### src/rtl/pic_pkg.sv
// Shared definitions for the PIC interrupt-acknowledge initiator and the PIC responder.
package pic_pkg;

  localparam logic [7:0] OCW3_POLL = 8'h0C;
  localparam logic [3:0] SEL_BYTE0 = 4'b0001;
  localparam int unsigned CODE_W = 3;

  typedef enum logic [2:0] {
    ST_IDLE  = 3'd0,
    ST_WR    = 3'd1,
    ST_GAP   = 3'd2,
    ST_RD    = 3'd3,
    ST_VALID = 3'd4
  } pic_state_e;

endpackage

### src/rtl/pic_int_ack_master_if.sv
// Wishbone signal bundle between the interrupt-acknowledge initiator and the PIC responder.
interface pic_int_ack_master_if;
  logic        cyc_o;
  logic        stb_o;
  logic        we_o;
  logic [3:0]  sel_o;
  logic [31:0] adr_o;
  logic [31:0] dat_o;
  logic [31:0] dat_i;
  logic        ack_i;

  modport master (
    output cyc_o, stb_o, we_o, sel_o, adr_o, dat_o,
    input  dat_i, ack_i
  );

  modport slave (
    input  cyc_o, stb_o, we_o, sel_o, adr_o, dat_o,
    output dat_i, ack_i
  );
endinterface

### src/rtl/pic_int_ack_master_wb_timeout_cnt.sv
// Bus watchdog: counts strobe cycles without acknowledge; expired marks the cycle
// whose increment would reach TIMEOUT, so the strobe stays high exactly TIMEOUT cycles.
module wb_timeout_cnt #(
  parameter int unsigned TIMEOUT = 16
) (
  input  logic clk_i,
  input  logic rst_n_i,
  input  logic clear_i,
  input  logic count_en_i,
  output logic expired_o
);
  localparam int unsigned CW = $clog2(TIMEOUT + 1);

  logic [CW-1:0] cnt_q, cnt_d;

  always_comb begin
    cnt_d = cnt_q;
    if (clear_i)
      cnt_d = '0;
    else if (count_en_i)
      cnt_d = cnt_q + 1'b1;
  end

  always_ff @(posedge clk_i or negedge rst_n_i) begin
    if (!rst_n_i)
      cnt_q <= '0;
    else
      cnt_q <= cnt_d;
  end

  assign expired_o = count_en_i && !clear_i && (cnt_q == CW'(TIMEOUT - 1));
endmodule

### src/rtl/pic_int_ack_master.sv
// CPU-side interrupt acknowledge: polls the PIC over Wishbone (OCW3 write, code read)
// and hands VEC_BASE+code to the CPU with a req/ack handshake.
module pic_int_ack_master
  import pic_pkg::*;
#(
  parameter logic [31:0] PIC_BASE = 32'h1000_0000,
  parameter logic [7:0]  VEC_BASE = 8'h20,
  parameter int unsigned TIMEOUT  = 16
) (
  input  logic                 clk_i,
  input  logic                 rst_n_i,
  pic_int_ack_master_if.master wb,
  input  logic                 int_i,
  input  logic                 enable_i,
  output logic                 irq_req_o,
  output logic [7:0]           irq_vec_o,
  input  logic                 irq_ack_i,
  output logic                 err_o
);
  pic_state_e  state_q, state_d;
  logic        pending_q, pending_d;
  logic [7:0]  vec_q, vec_d;
  logic        err_q, err_d;
  logic        clr_pend;
  logic        bus_act;
  logic        expired;

  // Bus outputs decode straight from the state flop so an async reset drops them at once.
  assign bus_act   = (state_q == ST_WR) || (state_q == ST_RD);
  assign wb.cyc_o  = bus_act;
  assign wb.stb_o  = bus_act;
  assign wb.we_o   = (state_q == ST_WR);
  assign wb.sel_o  = bus_act ? SEL_BYTE0 : '0;
  assign wb.adr_o  = bus_act ? PIC_BASE : '0;
  assign wb.dat_o  = (state_q == ST_WR) ? {24'h0, OCW3_POLL} : '0;

  assign irq_req_o = (state_q == ST_VALID);
  assign irq_vec_o = vec_q;
  assign err_o     = err_q;

  wb_timeout_cnt #(.TIMEOUT(TIMEOUT)) u_tmo (
    .clk_i      (clk_i),
    .rst_n_i    (rst_n_i),
    .clear_i    (!bus_act),
    .count_en_i (bus_act && !wb.ack_i),
    .expired_o  (expired)
  );

  always_comb begin
    state_d  = state_q;
    vec_d    = vec_q;
    err_d    = 1'b0;
    clr_pend = 1'b0;
    case (state_q)
      ST_IDLE: begin
        if (pending_q && enable_i) begin
          state_d  = ST_WR;
          clr_pend = 1'b1;
        end
      end
      ST_WR: begin
        if (wb.ack_i) begin
          state_d = ST_GAP;
        end else if (expired) begin
          state_d  = ST_IDLE;
          err_d    = 1'b1;
          clr_pend = 1'b1;
        end
      end
      ST_GAP: state_d = ST_RD;
      ST_RD: begin
        if (wb.ack_i) begin
          vec_d   = VEC_BASE + {5'b0, wb.dat_i[CODE_W-1:0]};
          state_d = ST_VALID;
        end else if (expired) begin
          state_d  = ST_IDLE;
          err_d    = 1'b1;
          clr_pend = 1'b1;
        end
      end
      ST_VALID: begin
        if (irq_ack_i)
          state_d = ST_IDLE;
      end
      default: state_d = ST_IDLE;
    endcase
    // A new pulse on the clearing edge survives so it is not lost.
    pending_d = int_i || (pending_q && !clr_pend);
  end

  always_ff @(posedge clk_i or negedge rst_n_i) begin
    if (!rst_n_i) begin
      state_q   <= ST_IDLE;
      pending_q <= 1'b0;
      vec_q     <= '0;
      err_q     <= 1'b0;
    end else begin
      state_q   <= state_d;
      pending_q <= pending_d;
      vec_q     <= vec_d;
      err_q     <= err_d;
    end
  end
endmodule
### src/flat_wrapper.sv
// flat-port wrapper written by rule: the top's interface ports become plain ports
module pic_int_ack_master_flat import pic_pkg::*;
#(
  parameter logic [31:0] PIC_BASE = 32'h1000_0000,
  parameter logic [7:0]  VEC_BASE = 8'h20,
  parameter int unsigned TIMEOUT  = 16
)
  (clk_i, rst_n_i, int_i, enable_i, irq_req_o, irq_vec_o, irq_ack_i, err_o, wb_cyc_o, wb_stb_o, wb_we_o, wb_sel_o, wb_adr_o, wb_dat_o, wb_dat_i, wb_ack_i);
  pic_int_ack_master_if wb_i ();
  input  logic clk_i;
  input  logic rst_n_i;
  input  logic int_i;
  input  logic enable_i;
  output logic irq_req_o;
  output logic [7:0] irq_vec_o;
  input  logic irq_ack_i;
  output logic err_o;
  output wire logic [$bits(wb_i.cyc_o)-1:0] wb_cyc_o;
  output wire logic [$bits(wb_i.stb_o)-1:0] wb_stb_o;
  output wire logic [$bits(wb_i.we_o)-1:0] wb_we_o;
  output wire logic [$bits(wb_i.sel_o)-1:0] wb_sel_o;
  output wire logic [$bits(wb_i.adr_o)-1:0] wb_adr_o;
  output wire logic [$bits(wb_i.dat_o)-1:0] wb_dat_o;
  input wire logic [$bits(wb_i.dat_i)-1:0] wb_dat_i;
  input wire logic [$bits(wb_i.ack_i)-1:0] wb_ack_i;
  assign wb_cyc_o = wb_i.cyc_o;
  assign wb_stb_o = wb_i.stb_o;
  assign wb_we_o = wb_i.we_o;
  assign wb_sel_o = wb_i.sel_o;
  assign wb_adr_o = wb_i.adr_o;
  assign wb_dat_o = wb_i.dat_o;
  assign wb_i.dat_i = wb_dat_i;
  assign wb_i.ack_i = wb_ack_i;
  pic_int_ack_master #(.PIC_BASE(PIC_BASE), .VEC_BASE(VEC_BASE), .TIMEOUT(TIMEOUT)) u_core (.clk_i(clk_i), .rst_n_i(rst_n_i), .wb(wb_i), .int_i(int_i), .enable_i(enable_i), .irq_req_o(irq_req_o), .irq_vec_o(irq_vec_o), .irq_ack_i(irq_ack_i), .err_o(err_o));
endmodule
### config.mk
export PLATFORM = sky130hd
export DESIGN_NAME = pic_int_ack_master_flat
export DESIGN_NICKNAME = d
export VERILOG_FILES = /design/src/rtl/pic_pkg.sv /design/src/rtl/pic_int_ack_master_if.sv /design/src/rtl/pic_int_ack_master_wb_timeout_cnt.sv /design/src/rtl/pic_int_ack_master.sv /design/src/flat_wrapper.sv
export SDC_FILE = /design/constraint.sdc
export NUM_CORES = 1
export LEC_CHECK = 0
export ABC_AREA = 1
export BUFFER_PORTS_ARGS = -buffer_cell sky130_fd_sc_hd__buf_2
export CORE_ASPECT_RATIO = 0.5
export CORE_MARGIN = 2
export CORE_UTILIZATION = 32
export CTS_CLUSTER_SIZE = 16
export DETAILED_ROUTE_END_ITERATION = 6
export PLACE_DENSITY = 0.76
export SLEW_MARGIN = 30
export SYNTH_ARGS = -nofsm -noshare
export SYNTH_HDL_FRONTEND = slang
export SYNTH_SLANG_ARGS = --single-unit
### constraint.sdc
create_clock -name clk_i -period 3.5 [get_ports clk_i]
set_input_delay 0.7 -clock clk_i [delete_from_list [all_inputs] [get_ports clk_i]]
set_output_delay 0.7 -clock clk_i [all_outputs]
set_load 0.01 [all_outputs]
==> summary.txt, run 1 <==
Run status
  – Status: finished clean

Power
  – Sw Ratio: 0.422
  – Sequential power share: 0.356
  – Largest vdd supply drop: 147 uV
  – NetSw: 0.000300 W
  – Logic pwr share: 0.432
  – Int Pwr: 0.000411 W
  – Clock power frac: 0.213
  – PwrDens: 620 nW/um^2
  – Static leakage: 0.715 nW

Critical path
  – Crit path launch type: flip-flop
  – CP max-delay cell: dfrtp_1
  – Crit-path cells: inv_2 > nand2_1 > nor2_1 > buf_2
  – Crit path capture type: output pin
  – Max FO, Critical Path: 6
  – Worst Path Class, Setup: flip-flop to output pin
  – WP data required: 2.80 ns
  – Max incr delay on CP: 0.43 ns
  – Arrival time worst endpoint: 1.30 ns

Global route
  – Vias in the first global route: 543
  – Largest net degree at the start of global routing: 15
  – All-Layer GR Usage: 0.0679
  – Overflow after GRT: 0
  – Initial antenna violation count: 0
  – First-pass GRT wire length: 2260 um

Placed design
  – Dpl cells: 221
  – Dpl hpwl: 1380 um
  – Buffers added on ports: 21
  – Routability congestion estimate from global placement: 0.687

Clock tree
  – Postcts setup bufs: 0
  – Bufs on Longest Clock Path: 2
  – Post-CTS Resized: 0
  – # H-tree levels: 1
  – Skew-Pair Late Insertion Delay: 0.24 ns
  – CTS buffer count: 3
  – CTS Hold Bufs: 0
  – Clock-pin slew on the worst setup and hold paths: 0.06 ns
  – Sink Count: 14
  – CTS tree: built
  – Clock root cell: clkbuf_8

Synthesis
  – Syn Area/Cell: 7.86 sq um
  – Synth warn: 0
  – Synth unique cells: 18
  – Gate Count Post-Synth: 155
  – Sequential cell area fraction in the yosys report: 0.287
  – Post-Syn Area: 1220 sq um
  – #FFs+latches synth: 14

Cells and area
  – Ant diodes: 0
  – Finished Layout Cells: 225
  – Share of cells above drive strength 1: 0.190
  – Area grow syn2layout: -5.95%
  – Fill cells: 361
  – Fin nets: 215

Routing
  – Iter 0 DRT Violations: 76
  – WL/cell: 7.27 um
  – DRT Wirelength: 1640 um
  – Drt pass-1 iters: 4
  – Vias/cell: 3.39
  – Drt drc: 0
  – DR vias: 763
  – Antenna viol nets, final: 0

Timing
  – Setup TNS: 0 ns
  – Final Setup Violations: 0
  – Final period utilization: 0.572
  – Tmin final: 2.00 ns
  – Worst hold slack: 0.345 ns
  – F_max: 0.500 GHz
  – Fin. Hold Viols: 0
  – Count of pins over their slew limit: 0
  – RSZ-0062 raised after global routing: false
  – Clk_skew: 0.00182 ns

Floorplanning
  – # rows: 15
  – Number of I/O pins: 119
  – Die width: 91.3 um
  – Die ar.: 4350 sq um
  – Core footprint: 3550 sq um
  – Die Height: 47.6 um
  – Initial Utilization: 0.344

Job
  – Number of max-cap violations: 0

Worst hold path
  – Hold WC Path Type: primary input to async pin
[logic make-up (layout without fill, tap and decap cells)]
logic type                 count (synthesis)  in the layout  share of synthesized area
other                                      1             68                    0.00308
AOI/OAI and AO/OA                          3              3                     0.0123
and+or+nand+nor                           53             53                      0.199
DFF                                       14             14                      0.287
buffers and inverters                     82             34                      0.477
adders and majority gates                  2              2                     0.0205
[cells in the final DEF (no fill, tap or decap), drive strengths merged]
cell type	instances
and3	2
dfrtp	14
ha	2
nor3	2
nor2	10
conb	68
inv	9
or2	1
o21ai	2
a21oi	1
nand3b	1
nand3	6
nand2	31
buf	21
clkbuf	4
[final timing paths]
path / startpoint / end / slack, ns / cells past startpoint
min in group clk_i: u_core.irq_vec_o[5] / u_core.irq_vec_o[5] / 0.46 / 2
worst min register to register: u_core.irq_vec_o[5] / u_core.irq_vec_o[5] / 0.46 / 2
worst max register to register: u_core.u_tmo.cnt_q[0] / u_core.state_q[0] / 1.94 / 7
worst max-delay path: u_core.state_q[2] / wb_dat_o[3] / 1.50 / 4
worst min-delay path: rst_n_i / u_core.u_tmo.cnt_q[0] / 0.34 / 1
max in group asynchronous: rst_n_i / u_core.state_q[2] / 2.92 / 1
[cell type report]
class | instances | area, sq um | area share
Sequential cell | 14 | 350 | 0.306
Timing Repair Buffer | 21 | 105 | 0.0917
Tap cell | 51 | 63.8 | 0.0557
Inverter | 9 | 33.8 | 0.0295
Multi-Input combinational cell | 126 | 538 | 0.469
Clock buffer | 4 | 55.1 | 0.0480
[synthesized netlist by cell type]
cell	count	area [sq um]
nor3_1	2	10.0
inv_1	7	26.3
dfrtp_1	14	350
buf_4	73	548
nor2_2	1	6.26
conb_1	1	3.75
nand2_2	2	12.5
or2_2	1	6.26
nand3b_1	1	7.51
and3_1	2	12.5
inv_2	2	7.51
o21ai_1	2	10.0
nand3_1	6	30.0
a21oi_1	1	5.00
nor2_1	7	26.3
nand2_1	29	109
ha_1	2	25.0
nor2_4	2	22.5
[critical path, delay by kind of cell, from the launching register on]
kind                   cells  cell delay (ns)
buffers and inverters      2             0.30
flip-flops                 1             0.43
AND/OR/NAND/NOR            2             0.33
[state kept, by name, summed over array words and instances (netlist names)]
| register | count |
|---|---|
| u_core.pending_q | 1 |
| u_core.irq_vec_o | 4 |
| u_core.state_q | 3 |
| u_core.u_tmo.cnt_q | 5 |
| u_core.err_o | 1 |
[per-layer routing]
| layer | GRT usage | routed length (um) | vias to the layer above |
|---|---|---|---|
| met3 | 0.00945 | 113 | 2 |
| met2 | 0.126 | 863 | 39 |
| met5 | 0 | 0 | - |
| met1 | 0.0763 | 637 | 353 |
| met4 | 0.0545 | 19 | 0 |
| li1 | - | - | 369 |
[through the flow]
step | setup WS (ns) | total power (W) | cell area (sq um) | utilization
final | 1.50 | 0.000711 | 1150 | 0.323
after global placement | 1.79 | 0.000557 | 1090 | 0.308
after floorplan | 1.80 | 0.000564 | 1470 | -
after global routing | 1.42 | 0.000775 | 1150 | 0.323
after detailed placement | 1.74 | 0.000564 | 1090 | 0.308
after CTS | 1.48 | 0.000717 | 1150 | 0.323
[power by group through the flow]
stage	Sequential [W]	Combinational (W)	Clock, W
final	0.000253	0.000307	0.000151
after global routing	0.000260	0.000348	0.000167
after CTS	0.000253	0.000310	0.000154
after detailed placement	0.000255	0.000309	0
after global placement	0.000253	0.000304	0
after floorplan	0.000255	0.000309	0
Note: power is estimated with default switching activity, not from simulation.
==> inputs of run 2 (changes only) <==
Settings changed: PLACE_DENSITY 0.76 to 0.79.
Clock period 3.5 ns to 1.75 ns, I/O delays scaled along.
==> summary.txt, run 2 (same netlist as run 1, synthesis figures left out) <==
Run status
  – Status: finished with violations
  – Violated checks: hold timing

Power
  – Static leakage: 0.708 nW (-1.0%)
  – Sw Ratio: 0.436 (+0.0147)
  – Logic pwr share: 0.448 (+0.016)
  – Largest vdd supply drop: 308 uV (+110%)
  – Sequential power share: 0.369 (+0.013)
  – PwrDens: 1220 nW/um^2 (+96%)
  – Clock power frac: 0.183 (-0.030)
  – Int Pwr: 0.000777 W (+89%)
  – NetSw: 0.000602 W (+100%)

Critical path
  – Crit path capture type: flip-flop
  – CP max-delay cell: dfrtp_1
  – Max incr delay on CP: 0.41 ns (-0.02 ns)
  – Worst path most repeated cell: ha_1
  – Crit-path cells: ha_1 > and3_1 > ha_1 > or2_2 > nand3_1 > nand2_1 > nor2_1
  – WP data required: 1.92 ns (-0.88 ns)
  – Worst Path Class, Setup: flip-flop to flip-flop
  – Max FO, Critical Path: 4 (-2)
  – Arrival time worst endpoint: 1.76 ns (+0.46 ns)
  – Crit path launch type: flip-flop

Routing
  – Metal2 WL: 875 um (+1.4%)
  – Drt drc: 0 (unchanged)
  – Metal1 wirelength: 621 um (-2.5%)
  – Iter 0 DRT Violations: 32 (-58%)
  – Metal3 WL: 161 um (+42%)
  – Vias/cell: 3.42 (+0.84%)
  – DR vias: 766 (+0.39%)
  – Drt pass-1 iters: 4 (unchanged)
  – Antenna viol nets, final: 0 (unchanged)
  – DRT Wirelength: 1680 um (+2.4%)
  – Uppermost layer routed: met4
  – WL/cell: 7.48 um (+2.9%)

Cells and area
  – Area grow syn2layout: -7.08%
  – Post-route cell area: 1130 sq um (-1.2%)
  – Finished Layout Cells: 224 (-0.44%)
  – Most frequent cells in the layout: conb_1, nand2_1, buf_2
  – Most common cell after layout, fill and taps aside: conb_1
  – Share of cells above drive strength 1: 0.185 (-0.00468)
  – Max reg flops: 5 (unchanged)
  – Ant diodes: 0 (unchanged)
  – Most flops, register: u_core.u_tmo.cnt_q
  – Fin nets: 215 (unchanged)
  – Core Util, Final: 0.319 (-0.00388)

Placed design
  – Dpl hpwl: 1440 um (+4.2%)
  – Dpl cells: 221 (unchanged)
  – Buffers added on ports: 21 (unchanged)
  – Placed Area: 1090 sq um (unchanged)
  – Routability congestion estimate from global placement: 0.699 (+1.7%)

Global route
  – Initial antenna violation count: 0 (unchanged)
  – First-pass GRT wire length: 2420 um (+6.7%)
  – Vias in the first global route: 587 (+8.1%)
  – Largest net degree at the start of global routing: 15 (unchanged)
  – Overflow after GRT: 0 (unchanged)
  – All-Layer GR Usage: 0.0739 (+0.00600)

Floorplanning
  – Core footprint: 3550 sq um (unchanged)
  – # rows: 15 (unchanged)
  – Die ar.: 4350 sq um (unchanged)
  – Initial Utilization: 0.344 (unchanged)
  – Number of I/O pins: 119 (unchanged)
  – Die width: 91.3 um (unchanged)
  – Die Height: 47.6 um (unchanged)

Clock tree
  – Clock-pin slew on the worst setup and hold paths: 0.06 ns (about the same)
  – Postcts setup bufs: 0 (unchanged)
  – CTS Hold Bufs: 0 (unchanged)
  – Post-CTS Resized: 0 (unchanged)
  – Clock root cell: clkbuf_8
  – # H-tree levels: 1 (unchanged)
  – CTS tree: built
  – Sink Count: 14 (unchanged)
  – Bufs on Longest Clock Path: 2 (unchanged)
  – CTS buffer count: 3 (unchanged)
  – Skew-Pair Late Insertion Delay: 0.24 ns (about the same)

Timing
  – Final Setup Violations: 0 (unchanged)
  – Clk_skew: 0.00632 ns (+0.00450 ns)
  – F_max: 0.628 GHz
  – Tmin final: 1.59 ns
  – Setup TNS: 0 ns (unchanged)
  – RSZ-0062 raised after global routing: false
  – Worst hold slack: -0.00467 ns (-0.350 ns)
  – Final period utilization: 0.909
  – Count of pins over their slew limit: 0 (unchanged)
  – Fin. Hold Viols: 7 (+7)

Worst hold path
  – Hold WC Path Type: primary input to async pin

Job
  – Number of max-cap violations: 0 (unchanged)
[run 2: layout make-up]
cell class / count / area (sq um)
clock buffer: 3 / 41.3
fill: 375 / 2410
inverter: 9 / 33.8
multi-input combinational: 126 / 538
sequential: 14 / 350
tap: 51 / 63.8
timing repair buffer: 21 / 105
[run 2: critical path, delay by kind of cell (launching register included)]
kind                       cells  cell delay [ns]
DFF                            1             0.41
and+or+nand+nor                5             0.70
adders and majority gates      2             0.43
[run 2: worst paths after layout]
check | from | endpoint | slack (ns) | depth (start not counted)
max reg2reg | u_core.u_tmo.cnt_q[0] | u_core.state_q[1] | 0.16 | 7
min in group clk_i | int_i | u_core.pending_q | 0.29 | 3
min | rst_n_i | u_core.state_q[1] | -0.005 | 1
min reg2reg | u_core.irq_vec_o[5] | u_core.irq_vec_o[5] | 0.46 | 2
max | u_core.u_tmo.cnt_q[0] | u_core.state_q[1] | 0.16 | 7
max in group asynchronous | rst_n_i | u_core.irq_vec_o[1] | 1.51 | 1
[run 2: power by group through the flow]
stage | clock [W] | sequential, W | combinational [W]
6_report | 0.000252 | 0.000509 | 0.000618
5_1_grt | 0.000278 | 0.000525 | 0.000698
4_1_cts | 0.000259 | 0.000510 | 0.000628
3_5_place_dp | 0 | 0.000514 | 0.000626
3_3_place_gp | 0 | 0.000505 | 0.000608
2_1_floorplan | 0 | 0.000510 | 0.000618
[run 2: per-stage QoR]
stage	setup slack (ns)	total power [W]	hold WS [ns]
after floorplan	0.281	0.00113	0.0544
after global placement	0.208	0.00111	0.256
after detailed placement	0.161	0.00114	0.259
after CTS	0.140	0.00140	0.00131
after global routing	0.0627	0.00150	0.0163
final	0.158	0.00138	-0.00467
[run 2: layer usage]
layer  global-route usage  vias to the layer above
li1                     -                      370
met1               0.0779                      342
met2                0.136                       52
met3               0.0142                        2
met4               0.0697                        0
met5                    0                        -
